**config.mk**
```make
export PLATFORM = sky130hd
export DESIGN_NAME = sprite_renderer
export DESIGN_NICKNAME = d
export VERILOG_FILES = /design/src/rtl/sprite_pkg.sv /design/src/rtl/sprite_rom.sv /design/src/rtl/sprite_renderer.sv
export SDC_FILE = /design/constraint.sdc
export NUM_CORES = 1
export LEC_CHECK = 0
export CORE_AREA = 5 5 123 79
export DETAILED_ROUTE_END_ITERATION = 10
export DIE_AREA = 0 0 128 84
export GPL_TIMING_DRIVEN = 0
export PLACE_DENSITY = 0.68
export SYNTH_ARGS = -nofsm -noshare
export SYNTH_HDL_FRONTEND = slang
export SYNTH_HIERARCHICAL = 1
export SYNTH_SLANG_ARGS = --single-unit
```
**constraint.sdc**
```tcl
create_clock -name clk -period 2.9 [get_ports clk]
set_clock_uncertainty 0.2 [all_clocks]
set_input_delay 0.58 -clock clk [delete_from_list [all_inputs] [get_ports clk]]
set_output_delay 0.58 -clock clk [all_outputs]
set_load 0.05 [all_outputs]
```
**src/rtl/sprite_pkg.sv**
```systemverilog
// Shared types, sprite bitmap and geometry helpers for the sprite renderer.
// The bitmap is a hollow 16x16 square with a main diagonal; bit 15 of each row is column 0.
package sprite_pkg;

  typedef logic [5:0] color_t;

  typedef enum logic {
    DIR_POS = 1'b0,
    DIR_NEG = 1'b1
  } dir_t;

  typedef struct packed {
    logic [9:0] pos;
    dir_t       dir;
    logic       bounce;
  } axis_t;

  localparam logic [15:0] SPRITE_BITMAP [16] = '{
    16'hFFFF, 16'hC001, 16'hA001, 16'h9001,
    16'h8801, 16'h8401, 16'h8201, 16'h8101,
    16'h8081, 16'h8041, 16'h8021, 16'h8011,
    16'h8009, 16'h8005, 16'h8003, 16'hFFFF
  };

  function automatic int box_size(input int scale_log2);
    return 16 << scale_log2;
  endfunction

  function automatic int travel_max(input int extent, input int scale_log2);
    return extent - box_size(scale_log2);
  endfunction

  // One frame of motion on one axis; the 11-bit sums cannot wrap.
  function automatic axis_t step_axis(input logic [9:0] pos, input dir_t dir,
                                      input int limit, input int speed);
    axis_t      r;
    logic [10:0] p;
    logic [10:0] s;
    logic [10:0] m;
    p = {1'b0, pos};
    s = 11'(speed);
    m = 11'(limit);
    r = '{pos: pos, dir: dir, bounce: 1'b0};
    if (dir == DIR_POS) begin
      if (p + s >= m) r = '{pos: m[9:0], dir: DIR_NEG, bounce: 1'b1};
      else            r.pos = 10'(p + s);
    end else begin
      if (p <= s) r = '{pos: 10'd0, dir: DIR_POS, bounce: 1'b1};
      else        r.pos = 10'(p - s);
    end
    return r;
  endfunction

endpackage

```
**src/rtl/sprite_rom.sv**
```systemverilog
// Combinational row lookup into the sprite bitmap; column select is done by the caller.
module sprite_rom
  import sprite_pkg::*;
(
  input  logic [3:0]  row,
  output logic [15:0] bits
);

  assign bits = SPRITE_BITMAP[row];

endmodule

```
**src/rtl/sprite_renderer.sv**
```systemverilog
// Renders a bouncing, scaled 16x16 sprite over a flat background with a 2-cycle
// pixel pipeline; the sync pulses are delayed by the same 2 cycles.
module sprite_renderer
  import sprite_pkg::*;
#(
  parameter int     H_DISPLAY  = 640,
  parameter int     V_DISPLAY  = 480,
  parameter int     SCALE_LOG2 = 2,
  parameter int     SPEED      = 2,
  parameter color_t BG_COLOR   = 6'b000001
) (
  input  logic       clk,
  input  logic       reset,
  input  logic [9:0] hpos,
  input  logic [9:0] vpos,
  input  logic       display_on,
  input  logic       hsync_in,
  input  logic       vsync_in,
  input  logic       pause,
  input  logic [5:0] fg_color,
  output logic [5:0] rgb,
  output logic       hsync_out,
  output logic       vsync_out,
  output logic [9:0] sprite_x,
  output logic [9:0] sprite_y,
  output logic       hit
);

  localparam int BOX   = box_size(SCALE_LOG2);
  localparam int X_MAX = travel_max(H_DISPLAY, SCALE_LOG2);
  localparam int Y_MAX = travel_max(V_DISPLAY, SCALE_LOG2);

  dir_t  dir_x, dir_y;
  axis_t step_x, step_y;
  logic  tick;

  // First blanking line, first pixel: moving here never tears the visible frame.
  assign tick   = (hpos == 10'd0) && (vpos == 10'(V_DISPLAY));
  assign step_x = step_axis(sprite_x, dir_x, X_MAX, SPEED);
  assign step_y = step_axis(sprite_y, dir_y, Y_MAX, SPEED);

  // NOTE: clocked state uses non-blocking assignments so every register samples
  // pre-edge values regardless of statement order.
  always_ff @(posedge clk) begin
    if (reset) begin
      sprite_x <= '0;
      sprite_y <= '0;
      dir_x    <= DIR_POS;
      dir_y    <= DIR_POS;
      hit      <= 1'b0;
    end else if (tick && !pause) begin
      sprite_x <= step_x.pos;
      sprite_y <= step_y.pos;
      dir_x    <= step_x.dir;
      dir_y    <= step_y.dir;
      hit      <= step_x.bounce | step_y.bounce;
    end else begin
      hit      <= 1'b0;
    end
  end

  logic [10:0] h_ext, v_ext, x_ext, y_ext;
  logic        in_box_c;
  logic [3:0]  col_c, row_c;

  assign h_ext = {1'b0, hpos};
  assign v_ext = {1'b0, vpos};
  assign x_ext = {1'b0, sprite_x};
  assign y_ext = {1'b0, sprite_y};

  // NOTE: every always_comb output gets a default first so no path leaves it
  // unassigned and infers a latch.
  always_comb begin
    in_box_c = 1'b0;
    col_c    = 4'((h_ext - x_ext) >> SCALE_LOG2);
    row_c    = 4'((v_ext - y_ext) >> SCALE_LOG2);
    if (h_ext >= x_ext && h_ext < x_ext + 11'(BOX) &&
        v_ext >= y_ext && v_ext < y_ext + 11'(BOX))
      in_box_c = 1'b1;
  end

  logic       s1_in_box, s1_de;
  logic [3:0] s1_col, s1_row;
  logic [1:0] hs_q, vs_q;
  logic [15:0] rom_word;

  sprite_rom u_rom (
    .row  (s1_row),
    .bits (rom_word)
  );

  always_ff @(posedge clk) begin
    if (reset) begin
      s1_in_box <= 1'b0;
      s1_de     <= 1'b0;
      s1_col    <= '0;
      s1_row    <= '0;
      hs_q      <= '0;
      vs_q      <= '0;
      rgb       <= '0;
    end else begin
      s1_in_box <= in_box_c;
      s1_de     <= display_on;
      s1_col    <= col_c;
      s1_row    <= row_c;
      hs_q      <= {hs_q[0], hsync_in};
      vs_q      <= {vs_q[0], vsync_in};
      if (!s1_de)                                    rgb <= '0;
      else if (s1_in_box && rom_word[4'd15 - s1_col]) rgb <= fg_color;
      else                                           rgb <= BG_COLOR;
    end
  end

  assign hsync_out = hs_q[1];
  assign vsync_out = vs_q[1];

endmodule

```
Yosys cells after proc, flatten, opt, wreduce, memory -nomap -nowiden
Memories as Yosys holds them, arrays and structs flattened.
Cells that the tools add are included.

operators by class
  equality and inequality tests = 1
  mux-type cells = 16
  bitwise gates (word level) = 5
  reduce and logical (&&, ||, !) cells = 11
  magnitude comparators = 10
  $add $sub $neg = 9

operators with widths
  cell                                                                  number
  2-to-1 mux 10 bit                                                     4
  2-to-1 mux 16 bit                                                     2
  2-to-1 mux 12 bit                                                     2
  adder 10 x 2 -> 11 bit (second input constant)                        2
  adder 10 x 7 -> 11 bit (second input constant)                        2
  less-than comparator 10 x 11 -> 1 bit                                 2
  greater-or-equal comparator 10 bit                                    2
  <= comparator 10 x 2 -> 1 bit (second input constant)                 2
  subtractor 10 x 2 -> 10 bit (second input constant)                   2
  subtractor 6 bit                                                      2
  greater-or-equal comparator 11 x 10 -> 1 bit (second input constant)  1
  greater-or-equal comparator 11 x 9 -> 1 bit (second input constant)   1
  equality test 10 x 9 -> 1 bit (second input constant)                 1
  zero test 10 bit                                                      1
  2-to-1 mux 2 bit                                                      4
  logical AND 1 bit                                                     6
  greater-or-equal comparator 5 bit (second input constant)             1
  less-than comparator 4 x 5 -> 1 bit (second input constant)           1
  NOT 4 -> 5 bit                                                        1
  binary-select mux 1 bit (select 4 bit)                                1
  OR reduction 2 bit                                                    2
  subtractor 4 bit (first input constant)                               1
  2-to-1 mux 1 bit                                                      3
  NOT 1 bit                                                             3
  other kinds (3)                                                       3

word-level totals
  memories kept = 1
  output and inout port bits = 29
  flip-flop bits (word level) = 43
  memory bits (read-only) = 256
  input bits = 32

memories
  memory           depth  bits a word  read ports  clocked after Yosys merged registers in  wr ports  RTL line         source
  (no name shown)  16     16           1           0                                        0         sprite_rom.sv:9  assign bits = SPRITE_BITMAP[row];

Depth between registers and ports, before layout
Gate-level depths: netlist of the first run.

  word-level depth = 9
  mapped depth = 10
  depth with buffers taken out = 10

By module
The synthesis of the first run kept the hierarchy.

modules (own cells, without submodules)
  module           area an instance (um^2)  times used  cells each
  sprite_renderer  3373.2                   1           401
  sprite_rom       306.5                    1           41

Worst setup path before layout of the first run
OpenSTA, ideal clock, no wires.

  path kind = register to register
  from = reg sprite_x[6]
  to = reg s1_in_box
  path slack = 0.009 ns
  library setup time = 0.086 ns
  data arrival time = 2.605 ns
  cell stages (with the launch flop) = 11
  period minus slack after synthesis = 2.891 ns
  path buffers = 1
  path through = dfxtp_1 > buf_2 > inv_1 > ha_1 > inv_1 > ha_1 > o21a_1 > o21ai_0 > a31oi_1 > or4_1 > a211oi_1

on the way
  longest elaborated chain between the ends = 6

RTL lines
  element                                RTL line                source
  start: declaration                     sprite_renderer.sv:24   output logic [9:0] sprite_x,
  start signal: assignment               sprite_renderer.sv:52   sprite_x <= step_x.pos;
  adder 10 x 7 -> 11 bit                 sprite_renderer.sv:77   if (h_ext >= x_ext && h_ext < x_ext + 11'(BOX) &&
  less-than comparator 10 x 11 -> 1 bit  sprite_renderer.sv:77
  logical AND 1 bit * (2 in series)      sprite_renderer.sv:77
  logical AND 1 bit *                    sprite_renderer.sv:78   v_ext >= y_ext && v_ext < y_ext + 11'(BOX))
  2-to-1 mux 1 bit *                     sprite_renderer.sv:77
  end signal: assignment                 sprite_renderer.sv:102  s1_in_box <= in_box_c;
  end: declaration                       sprite_renderer.sv:82   logic s1_in_box, s1_de;

Every way passes the cells marked *; elsewhere a longest branch is shown, timed or not.
A chain may end at the register's enable or synchronous reset.

Worst setup path after layout of the first run
  from = in hpos[3]
  to = reg s1_in_box

on the way
  longest elaborated chain between the ends = 5

RTL lines
  element                                                                                      RTL line               source
  start: declaration                                                                           sprite_renderer.sv:14  input logic [9:0] hpos,
  less-than comparator 10 x 11 -> 1 bit or greater-or-equal comparator 10 bit (tied branches)  sprite_renderer.sv:77
  logical AND 1 bit * (2 in series)                                                            sprite_renderer.sv:77
  logical AND 1 bit *                                                                          sprite_renderer.sv:78
  2-to-1 mux 1 bit *                                                                           sprite_renderer.sv:77

Marked as above.

==> flow_metrics.py, run 1 <==
metrics = {
    "job": {
        "drv_cap": 0,
    },
    "clock_network": {
        "clkLatencyLatePin_ps": 300,
        "clockBufferDepth": 2,
        "htreeDepth": 2,
        "clk_pin_slew_worst_paths_ps": 70,
        "clockRootBuffer": "clkbuf_16",
        "cts_num_sinks": 41,
        "cts_buffers": 5,
        "cts_tree": "built",
    },
    "die": {
        "die_w_um": 128,
        "die_area_um2": 10750,
        "num_rows": 27,
        "core_area_um2": 8648,
        "start_util_pct": 42.55,
        "dieHeight_um": 84,
        "io_pins": 61,
    },
    "setup_path": {
        "setup.worst_path.start": "hpos[3]",
        "critPathMaxFanout": 3,
        "r2r_end": "s1_in_box$_SDFF_PP0_",
        "critical_path_arrival_ps": 2870,
        "cp-end-kind": "flop",
        "cp_data_required_time_ps": 2910,
        "rr_worst_depth": 9,
        "crit_type": "in2reg",
        "start_kind": "input port",
        "worstReg2RegStart": "sprite_x[3]$_SDFFE_PP0P_",
        "r2r_slack_ps": 80,
        "endpoint": "s1_in_box$_SDFF_PP0_",
    },
    "timing": {
        "max_freq_mhz": 349.9,
        "setup_ws_ps": 42.06,
        "min_period_over_period_pct": 98.55,
        "finalSetupViolCount": 0,
        "tightest_slew_ps": 638.3,
        "report.final.slew_viol_count": 0,
        "period_needed_ps": 2858,
        "final_hold_viol_count": 0,
        "setup-tns-final_ps": 0,
        "slew_headroom_pct": 57.45,
    },
    "placement": {
        "io_buffers": 58,
        "place_ws_ps": -412.3,
        "hpwlAfterDp_mm": 8.798,
        "gp_congestion": 0.9947,
    },
    "grt": {
        "grt_overflow_total": 0,
        "grt_pass1_wl_mm": 18.75,
        "grt_pass1_vias": 3592,
        "grt_use_total_pct": 21.57,
        "grt_start_max_net_pins": 14,
        "antenna_found_initial": 0,
    },
    "synthesis": {
        "synth.yosys.seq_area_share_pct": 22.31,
        "synth_top_area_share_pct": 22.31,
        "ys_ff_latch": 41,
        "synth.avg_cell_area_um2": 8.325,
        "synth_area_leader_cell": "dfxtp_1",
        "netlist_area_um2": 3680,
        "netlist_instances": 442,
        "synthTopCellsByArea": "dfxtp_1, ha_1, a21oi_1",
        "async_flop_share_pct": 0,
        "ys.flop_type": "dfxtp_1",
        "synth_warnings": 6,
        "synthDistinctLibCells": 77,
        "synth-edff-count": 0,
    },
    "detailed_routing": {
        "vias": 3821,
        "drc": 0,
        "met2_length_mm": 4.898,
        "dr.pass1.iters": 5,
        "routed_wl_mm": 11.72,
        "via_per_inst": 6.017,
        "met1_length_mm": 5.411,
        "first_iter_violations": 344,
        "routedWlPerCell_um": 18.45,
        "dr_wl_met3_mm": 1.139,
        "postRouteAntennaNets": 0,
        "highest_layer": "met4",
    },
    "pwr": {
        "ir_worst_vdd_uv": 245.6,
        "switchingPower_uw": 404.5,
        "combPwrFrac_pct": 18.2,
        "p_int_mw": 1.035,
        "p_per_area_nw_per_um2": 306.4,
        "sequentialPowerShare_pct": 41.0,
        "clkPwrFrac_pct": 40.8,
        "switching_share_pct": 28.11,
        "leakagePower_nw": 1.710,
        "power_mw": 1.439,
    },
    "finish": {
        "diodes": 0,
        "fillers": 819,
        "drive_gt1_share_pct": 16.38,
        "area_growth_syn_to_layout_pct": 27.64,
        "fin_nets": 594,
    },
    "outcome": {
        "status": "complete, no violations",
    },
    "min_path": {
        "hp-class": "reg2reg",
    },
}
-- stage by stage --
| step | hold WS, ps | area [um2] | instances | utilization, % |
|---|---|---|---|---|
| after CTS | 241.8 | 4569 | 626 | 52.84 |
| after global routing | 252.1 | 4697 | 635 | 54.31 |
| final | 238.6 | 4697 | 635 | 54.31 |
| after detailed placement | 226.5 | 4413 | 618 | 51.03 |
| after global placement | 218.1 | 4413 | 618 | 51.03 |
| after floorplan | 213.8 | 3687 | 444 | - |
-- layout make-up --
class | instances | area, um2 | area share, %
tap | 116 | 145.1 | 3.090
sequential | 41 | 825.8 | 17.58
clock inverter | 2 | 15.01 | 0.3197
inverter | 27 | 112.6 | 2.397
timing repair buffer | 67 | 650.6 | 13.85
clock buffer | 6 | 128.9 | 2.744
buffer | 29 | 180.2 | 3.836
multi-input combinational | 347 | 2639 | 56.18
-- synthesized netlist by cell type, types with 4 or more instances --
library cell  instances
ha_1                 44
dfxtp_1              41
a21oi_1              28
o21ai_0              28
inv_1                24
nand2_1              24
nor2_1               23
nand3_1              22
nor3_1               12
xnor2_1              12
buf_2                10
clkbuf_1              9
nor2b_1               9
and2_1                8
nand4_1               8
a31oi_1               7
nor4_1                7
o21a_1                7
a211oi_1              6
and3_1                5
buf_4                 5
mux2i_1               5
o211ai_1              5
a221oi_1              4
buf_6                 4
mux4_2                4
o31ai_1               4
or3_1                 4
-- cells by family after synthesis --
family	after synthesis	share of synthesized area, %
flip-flops	41	22.31
AO/OA/AOI/OAI	128	24.72
buffers and inverters	56	7.583
other	2	0.2041
adder cells (fa/ha/maj)	44	14.96
multiplexers	13	5.134
XOR/XNOR	15	3.570
AND/OR/NAND/NOR	143	21.52
-- sequential cells by signal, indices dropped and copies added, names as in the netlist --
name / cells
sprite_x: 9
sprite_y: 9
rgb: 6
s1_col: 4
s1_row: 4
hs_q: 2
vs_q: 2
dir_x: 1
dir_y: 1
hit: 1
s1_de: 1
s1_in_box: 1
-- power by group through the flow --
stage | combinational [mW] | sequential, mW | clock, mW
floorplan | 0.157 | 0.605 | 0
global placement | 0.251 | 0.602 | 0
detailed placement | 0.255 | 0.602 | 0
CTS | 0.257 | 0.590 | 0.596
global route | 0.285 | 0.591 | 0.615
finish | 0.263 | 0.590 | 0.587
-- worst max-delay path: stages --
cell	delay [ps]
clkdlybuf4s50_1	440
ha_1	330
or3_1	380
o221a_2	150
nand4_1	110
a31oi_2	130
or4_1	540
a211oi_2	200
-- worst min-delay path by stage --
stage,end,depth (start not counted),startpoint
2_1_floorplan,hs_q[1]$_SDFF_PP0_,1,hs_q[0]$_SDFF_PP0_
3_3_place_gp,vs_q[1]$_SDFF_PP0_,1,vs_q[0]$_SDFF_PP0_
3_5_place_dp,hs_q[1]$_SDFF_PP0_,1,hs_q[0]$_SDFF_PP0_
4_1_cts,hs_q[1]$_SDFF_PP0_,1,hs_q[0]$_SDFF_PP0_
5_1_grt,hs_q[1]$_SDFF_PP0_,1,hs_q[0]$_SDFF_PP0_
6_report,hs_q[1]$_SDFF_PP0_,1,hs_q[0]$_SDFF_PP0_
-- placed cells by master (no fill, tap or decap), types with 5 or more instances in the layout --
cell type        Yosys  layout
inv_1               24      23
a21oi_1             28      28
buf_2               10      10
nand4_1              8       8
o21a_1               7       7
nand3_1             22      22
xnor2_1             12      12
a31oi_1              7       6
o211ai_1             5       5
clkbuf_16            0       5
and3_1               5       5
nor4_1               7       7
nor2_1              23      23
o21ai_0             28      24
nor3_1              12      12
ha_1                44      41
dfxtp_1             41      37
clkdlybuf4s50_1      0      57
clkbuf_1             9       6
and2_1               8       8
buf_4                5      15
nand2_1             24      24
a211oi_1             6       5
nor2b_1              9       9
-- what timing repair did --
item | in CTS | in global routing
pin swaps | 0 | 6
gates resized for setup | 6 | 23
setup buffers | 0 | 9
setup endpoints to repair | 4 | 21
hold buffers | 0 | 0
gates cloned | 0 | 0
-- per-layer routing --
layer / GRT usage, % / vias up
met5: 0 / -
met4: 7.322 / 0
met3: 5.435 / 35
met2: 31.34 / 208
met1: 30.75 / 1776
li1: - / 1802
Note: power is estimated with default switching activity, not from simulation.
==> run 2: changes to the inputs <==
--- a/config.mk
+++ b/config.mk
@@ -5,11 +5,13 @@
 export SDC_FILE = /design/constraint.sdc
 export NUM_CORES = 1
 export LEC_CHECK = 0
+export ABC_CLOCK_PERIOD_IN_PS = 2900
 export CORE_AREA = 5 5 123 79
 export DETAILED_ROUTE_END_ITERATION = 10
 export DIE_AREA = 0 0 128 84
 export GPL_TIMING_DRIVEN = 0
 export PLACE_DENSITY = 0.68
+export SKIP_LAST_GASP = 1
 export SYNTH_ARGS = -nofsm -noshare
 export SYNTH_HDL_FRONTEND = slang
 export SYNTH_HIERARCHICAL = 1
==> flow_metrics.py, run 2 (synthesized netlist as in run 1, its figures left out) <==
metrics = {
    "setup_path": {
        "r2r_end": "s1_in_box$_SDFF_PP0_",
        "crit_family": "simple AND/OR/NAND/NOR gates",
        "r2r_slack_ps": 70,
        "rr_worst_depth": 9,
        "cp.depth": 8,
        "crit_type": "in2reg",
        "critPathMaxFanout": 3,
        "cp_data_required_time_ps": 2910,
        "endpoint": "s1_in_box$_SDFF_PP0_",
        "start_kind": "input port",
        "critical_path_arrival_ps": 2880,
        "path_buf_inv": 1,
        "path_cells": "clkdlybuf4s50_1 > ha_1 > or3_1 > o221a_2 > nand4_1 > a31oi_2 > or4_1 > a211oi_2",
        "cp-end-kind": "flop",
        "setup.worst_path.start": "hpos[3]",
        "crit_path_max_incr_delay_ps": 540,
        "worstReg2RegStart": "sprite_x[3]$_SDFFE_PP0P_",
        "crit_slowest_cell": "or4_1",
    },
    "detailed_routing": {
        "routedWlPerCell_um": 18.36,
        "vias": 3839,
        "routed_wl_mm": 11.66,
        "first_iter_violations": 383,
        "postRouteAntennaNets": 0,
        "dr.pass1.iters": 6,
        "drc": 0,
        "via_per_inst": 6.046,
    },
    "pwr": {
        "power_mw": 1.438,
        "leakagePower_nw": 1.704,
        "p_per_area_nw_per_um2": 306.4,
        "ir_worst_vdd_uv": 245.7,
    },
    "finish": {
        "fillers": 819,
        "finalNonFillerCells": 635,
        "drive_gt1_share_pct": 16.18,
        "final_common_cell": "clkdlybuf4s50_1",
        "area_growth_syn_to_layout_pct": 27.54,
        "diodes": 0,
        "layout_common_cells": "clkdlybuf4s50_1, ha_1, dfxtp_1, a21oi_1",
        "reg_top3": "sprite_x (9), sprite_y (9), rgb (6)",
        "fin_nets": 594,
    },
    "grt": {
        "grt_start_max_net_pins": 14,
        "busiest_layer": "met2",
        "grt_use_total_pct": 21.57,
        "antenna_found_initial": 0,
        "grt_pass1_vias": 3592,
        "grt_pass1_wl_mm": 18.75,
        "use_met1_pct": 30.75,
        "grt_overflow_total": 0,
        "grtUsageMet3_pct": 5.435,
        "grt_use_met2_pct": 31.34,
    },
    "clock_network": {
        "clk_pin_slew_worst_paths_ps": 70,
        "cts_buffers": 5,
        "clockRootBuffer": "clkbuf_16",
        "clockBufferDepth": 2,
        "clkLatencyLatePin_ps": 300,
        "cts_num_sinks": 41,
        "cts_tree": "built",
        "htreeDepth": 2,
    },
    "job": {
        "drv_cap": 0,
    },
    "min_path": {
        "hp-class": "reg2reg",
    },
    "placement": {
        "placedCellCount": 618,
        "gp_congestion": 0.9947,
        "io_buffers": 58,
        "hpwlAfterDp_mm": 8.798,
    },
    "timing": {
        "setup-tns-final_ps": 0,
        "period_needed_ps": 2864,
        "finalSetupViolCount": 0,
        "min_period_over_period_pct": 98.78,
        "tightest_slew_ps": 752.6,
        "slew_headroom_pct": 48.39,
        "max_freq_mhz": 349.1,
        "final_hold_viol_count": 0,
        "report.final.slew_viol_count": 0,
    },
    "die": {
        "dieHeight_um": 84,
        "die_w_um": 128,
        "num_rows": 27,
        "core_area_um2": 8648,
        "io_pins": 61,
        "start_util_pct": 42.55,
        "die_area_um2": 10750,
    },
    "outcome": {
        "status": "complete, no violations",
    },
}
-- run 2: power by group --
group	switching (mW)	internal, mW	leakage, nW
combinational	0.125	0.137	1.31
clock	0.266	0.320	0.0631
sequential	0.0126	0.577	0.336
-- run 2: through the flow --
step	instance area [um2]	utilization, %	setup WS, ps	hold WS (ps)
floorplan	3687	-	9.089	213.8
global placement	4413	51.03	-357.2	218.1
detailed placement	4413	51.03	-412.3	226.5
CTS	4562	52.75	-68.18	241.8
global route	4693	54.27	-20.69	252.1
finish	4693	54.27	35.52	238.6
-- run 2: area by class of cell --
| class | count | area (um2) | share of cell area (%) |
|---|---|---|---|
| multi-input cells | 347 | 2635 | 56.15 |
| flip-flops and latches | 41 | 825.8 | 17.60 |
| repair buffers | 67 | 650.6 | 13.86 |
| plain buffers | 29 | 180.2 | 3.839 |
| well taps | 116 | 145.1 | 3.093 |
| clock buffers | 6 | 128.9 | 2.746 |
| inverters | 27 | 112.6 | 2.399 |
| clock inverters | 2 | 15.01 | 0.3199 |
-- run 2: worst min path at each step --
stage | from | end | cells after the start
2_1_floorplan | hs_q[0]$_SDFF_PP0_ | hs_q[1]$_SDFF_PP0_ | 1
3_3_place_gp | vs_q[0]$_SDFF_PP0_ | vs_q[1]$_SDFF_PP0_ | 1
3_5_place_dp | hs_q[0]$_SDFF_PP0_ | hs_q[1]$_SDFF_PP0_ | 1
4_1_cts | hs_q[0]$_SDFF_PP0_ | hs_q[1]$_SDFF_PP0_ | 1
5_1_grt | hs_q[0]$_SDFF_PP0_ | hs_q[1]$_SDFF_PP0_ | 1
6_report | hs_q[0]$_SDFF_PP0_ | hs_q[1]$_SDFF_PP0_ | 1
-- run 2: what timing repair did --
action                                  CTS  global route
setup buffers                             0             9
gates resized for setup                   3            26
pin swaps                                 0             6
endpoints found under the setup margin    4            21
hold buffers                              0             0
-- run 2: layer usage --
layer / wire length [um] / share of wire (%)
met1: 5294 / 45
met2: 4852 / 42
met3: 1261 / 11
met4: 249 / 2.1
met5: 0 / 0
==> run 3: changes to the inputs <==
--- a/config.mk
+++ b/config.mk
@@ -16,3 +16,4 @@
 export SYNTH_HDL_FRONTEND = slang
 export SYNTH_HIERARCHICAL = 1
 export SYNTH_SLANG_ARGS = --single-unit
+export TNS_END_PERCENT = 30
==> flow_metrics.py, run 3 (synthesized netlist as in run 1, its figures left out) <==
metrics = {
    "die": {
        "core_area_um2": 8648,
        "num_rows": 27,
        "io_pins": 61,
        "die_w_um": 128,
        "dieHeight_um": 84,
        "die_area_um2": 10750,
        "start_util_pct": 42.55,
    },
    "finish": {
        "drive_gt1_share_pct": 16.18,
        "reg_top3": "sprite_x (9), sprite_y (9), rgb (6)",
        "diodes": 0,
        "layout_common_cells": "clkdlybuf4s50_1, ha_1, dfxtp_1, a21oi_1",
        "area_growth_syn_to_layout_pct": 27.47,
        "fin_nets": 594,
        "final_common_cell": "clkdlybuf4s50_1",
    },
    "pwr": {
        "p_per_area_nw_per_um2": 307.0,
        "power_mw": 1.440,
        "leakagePower_nw": 1.704,
        "ir_worst_vdd_uv": 244.4,
    },
    "clock_network": {
        "cts_buffers": 5,
        "clockRootBuffer": "clkbuf_16",
        "clockBufferDepth": 2,
        "htreeDepth": 2,
        "cts_tree": "built",
        "cts_num_sinks": 41,
        "clk_pin_slew_worst_paths_ps": 60,
        "clkLatencyLatePin_ps": 300,
    },
    "detailed_routing": {
        "routedWlPerCell_um": 18.45,
        "via_per_inst": 6.068,
        "routed_wl_mm": 11.72,
        "postRouteAntennaNets": 0,
        "drc": 0,
        "dr.pass1.iters": 6,
        "first_iter_violations": 353,
        "vias": 3853,
    },
    "placement": {
        "io_buffers": 58,
        "gp_congestion": 0.9947,
        "hpwlAfterDp_mm": 8.798,
    },
    "timing": {
        "max_freq_mhz": 348.2,
        "report.final.slew_viol_count": 0,
        "period_needed_ps": 2872,
        "finalSetupViolCount": 0,
        "slew_headroom_pct": 46.17,
        "rsz0062_at_grt": "true",
        "tightest_slew_ps": 785.0,
        "final_hold_viol_count": 0,
        "min_period_over_period_pct": 99.02,
        "setup-tns-final_ps": 0,
    },
    "grt": {
        "grt_pass1_vias": 3592,
        "grt_overflow_total": 0,
        "grt_pass1_wl_mm": 18.75,
        "grt_start_max_net_pins": 14,
        "grt_use_total_pct": 21.57,
        "antenna_found_initial": 0,
    },
    "job": {
        "drv_cap": 0,
    },
    "min_path": {
        "hold_start": "hs_q[0]$_SDFF_PP0_",
        "hp-class": "reg2reg",
    },
    "outcome": {
        "status": "complete, no violations",
    },
    "setup_path": {
        "cp-end-kind": "flop",
        "cp_data_required_time_ps": 2870,
        "critPathMaxFanout": 10,
        "worstReg2RegStart": "sprite_x[3]$_SDFFE_PP0P_",
        "setup.worst_path.start": "vpos[5]",
        "crit_type": "in2reg",
        "critical_path_arrival_ps": 2840,
        "start_kind": "input port",
    },
}
## run 3: final timing paths
kind | depth (start not counted) | to | slack (ps)
setup / recovery | 8 | sprite_y[6]$_SDFFE_PP0P_ | 30
hold / removal | 1 | hs_q[1]$_SDFF_PP0_ | 240
setup reg to reg | 9 | s1_in_box$_SDFF_PP0_ | 100
hold reg to reg | 1 | hs_q[1]$_SDFF_PP0_ | 240
## run 3: what timing repair did
action | in CTS | in global routing
cloned | 0 | 0
gates resized for setup | 2 | 26
setup endpoints to repair | 4 | 22
setup buffers | 0 | 9
hold buffers | 0 | 0
pin swaps | 0 | 6
endpoints found under the hold margin | 0 | 0
## run 3: layout make-up
class,count,area [um2]
Fill cell,820,3958
Multi-Input combinational cell,347,2635
Sequential cell,41,825.8
Timing Repair Buffer,67,650.6
Buffer,29,177.7
Tap cell,116,145.1
Clock buffer,6,128.9
Inverter,27,112.6
Clock inverter,2,15.01
## run 3: critical path, cell delays in order
cell             delay (ps)
clkdlybuf4s50_1         490
nor4bb_2                300
nand4b_1                280
nor3_1                  350
clkbuf_2                320
o21ai_0                 140
a221oi_1                310
nor2_1                   60
## run 3: report_power, final
| part | internal (mW) | switching [mW] | leakage (nW) |
|---|---|---|---|
| registers | 0.577 | 0.0128 | 0.336 |
| clock network | 0.320 | 0.267 | 0.0631 |
| logic | 0.137 | 0.126 | 1.30 |
## run 3: metrics by stage
stage,hold slack (ps),cells,cell area (um2),setup slack [ps],utilization (%)
after floorplan,213.8,444,3687,9.089,-
after global placement,218.1,618,4413,-357.2,51.03
after detailed placement,226.5,618,4413,-412.3,51.03
after CTS,241.8,626,4561,-68.18,52.73
after global routing,252.1,635,4691,-86.47,54.24
final,238.2,635,4691,28.39,54.24
## run 3: layer usage
metal	GRT usage, %	share of wire (%)
met5	0	0
met4	7.322	2.3
met3	5.435	9.9
met2	31.34	41
met1	30.75	47
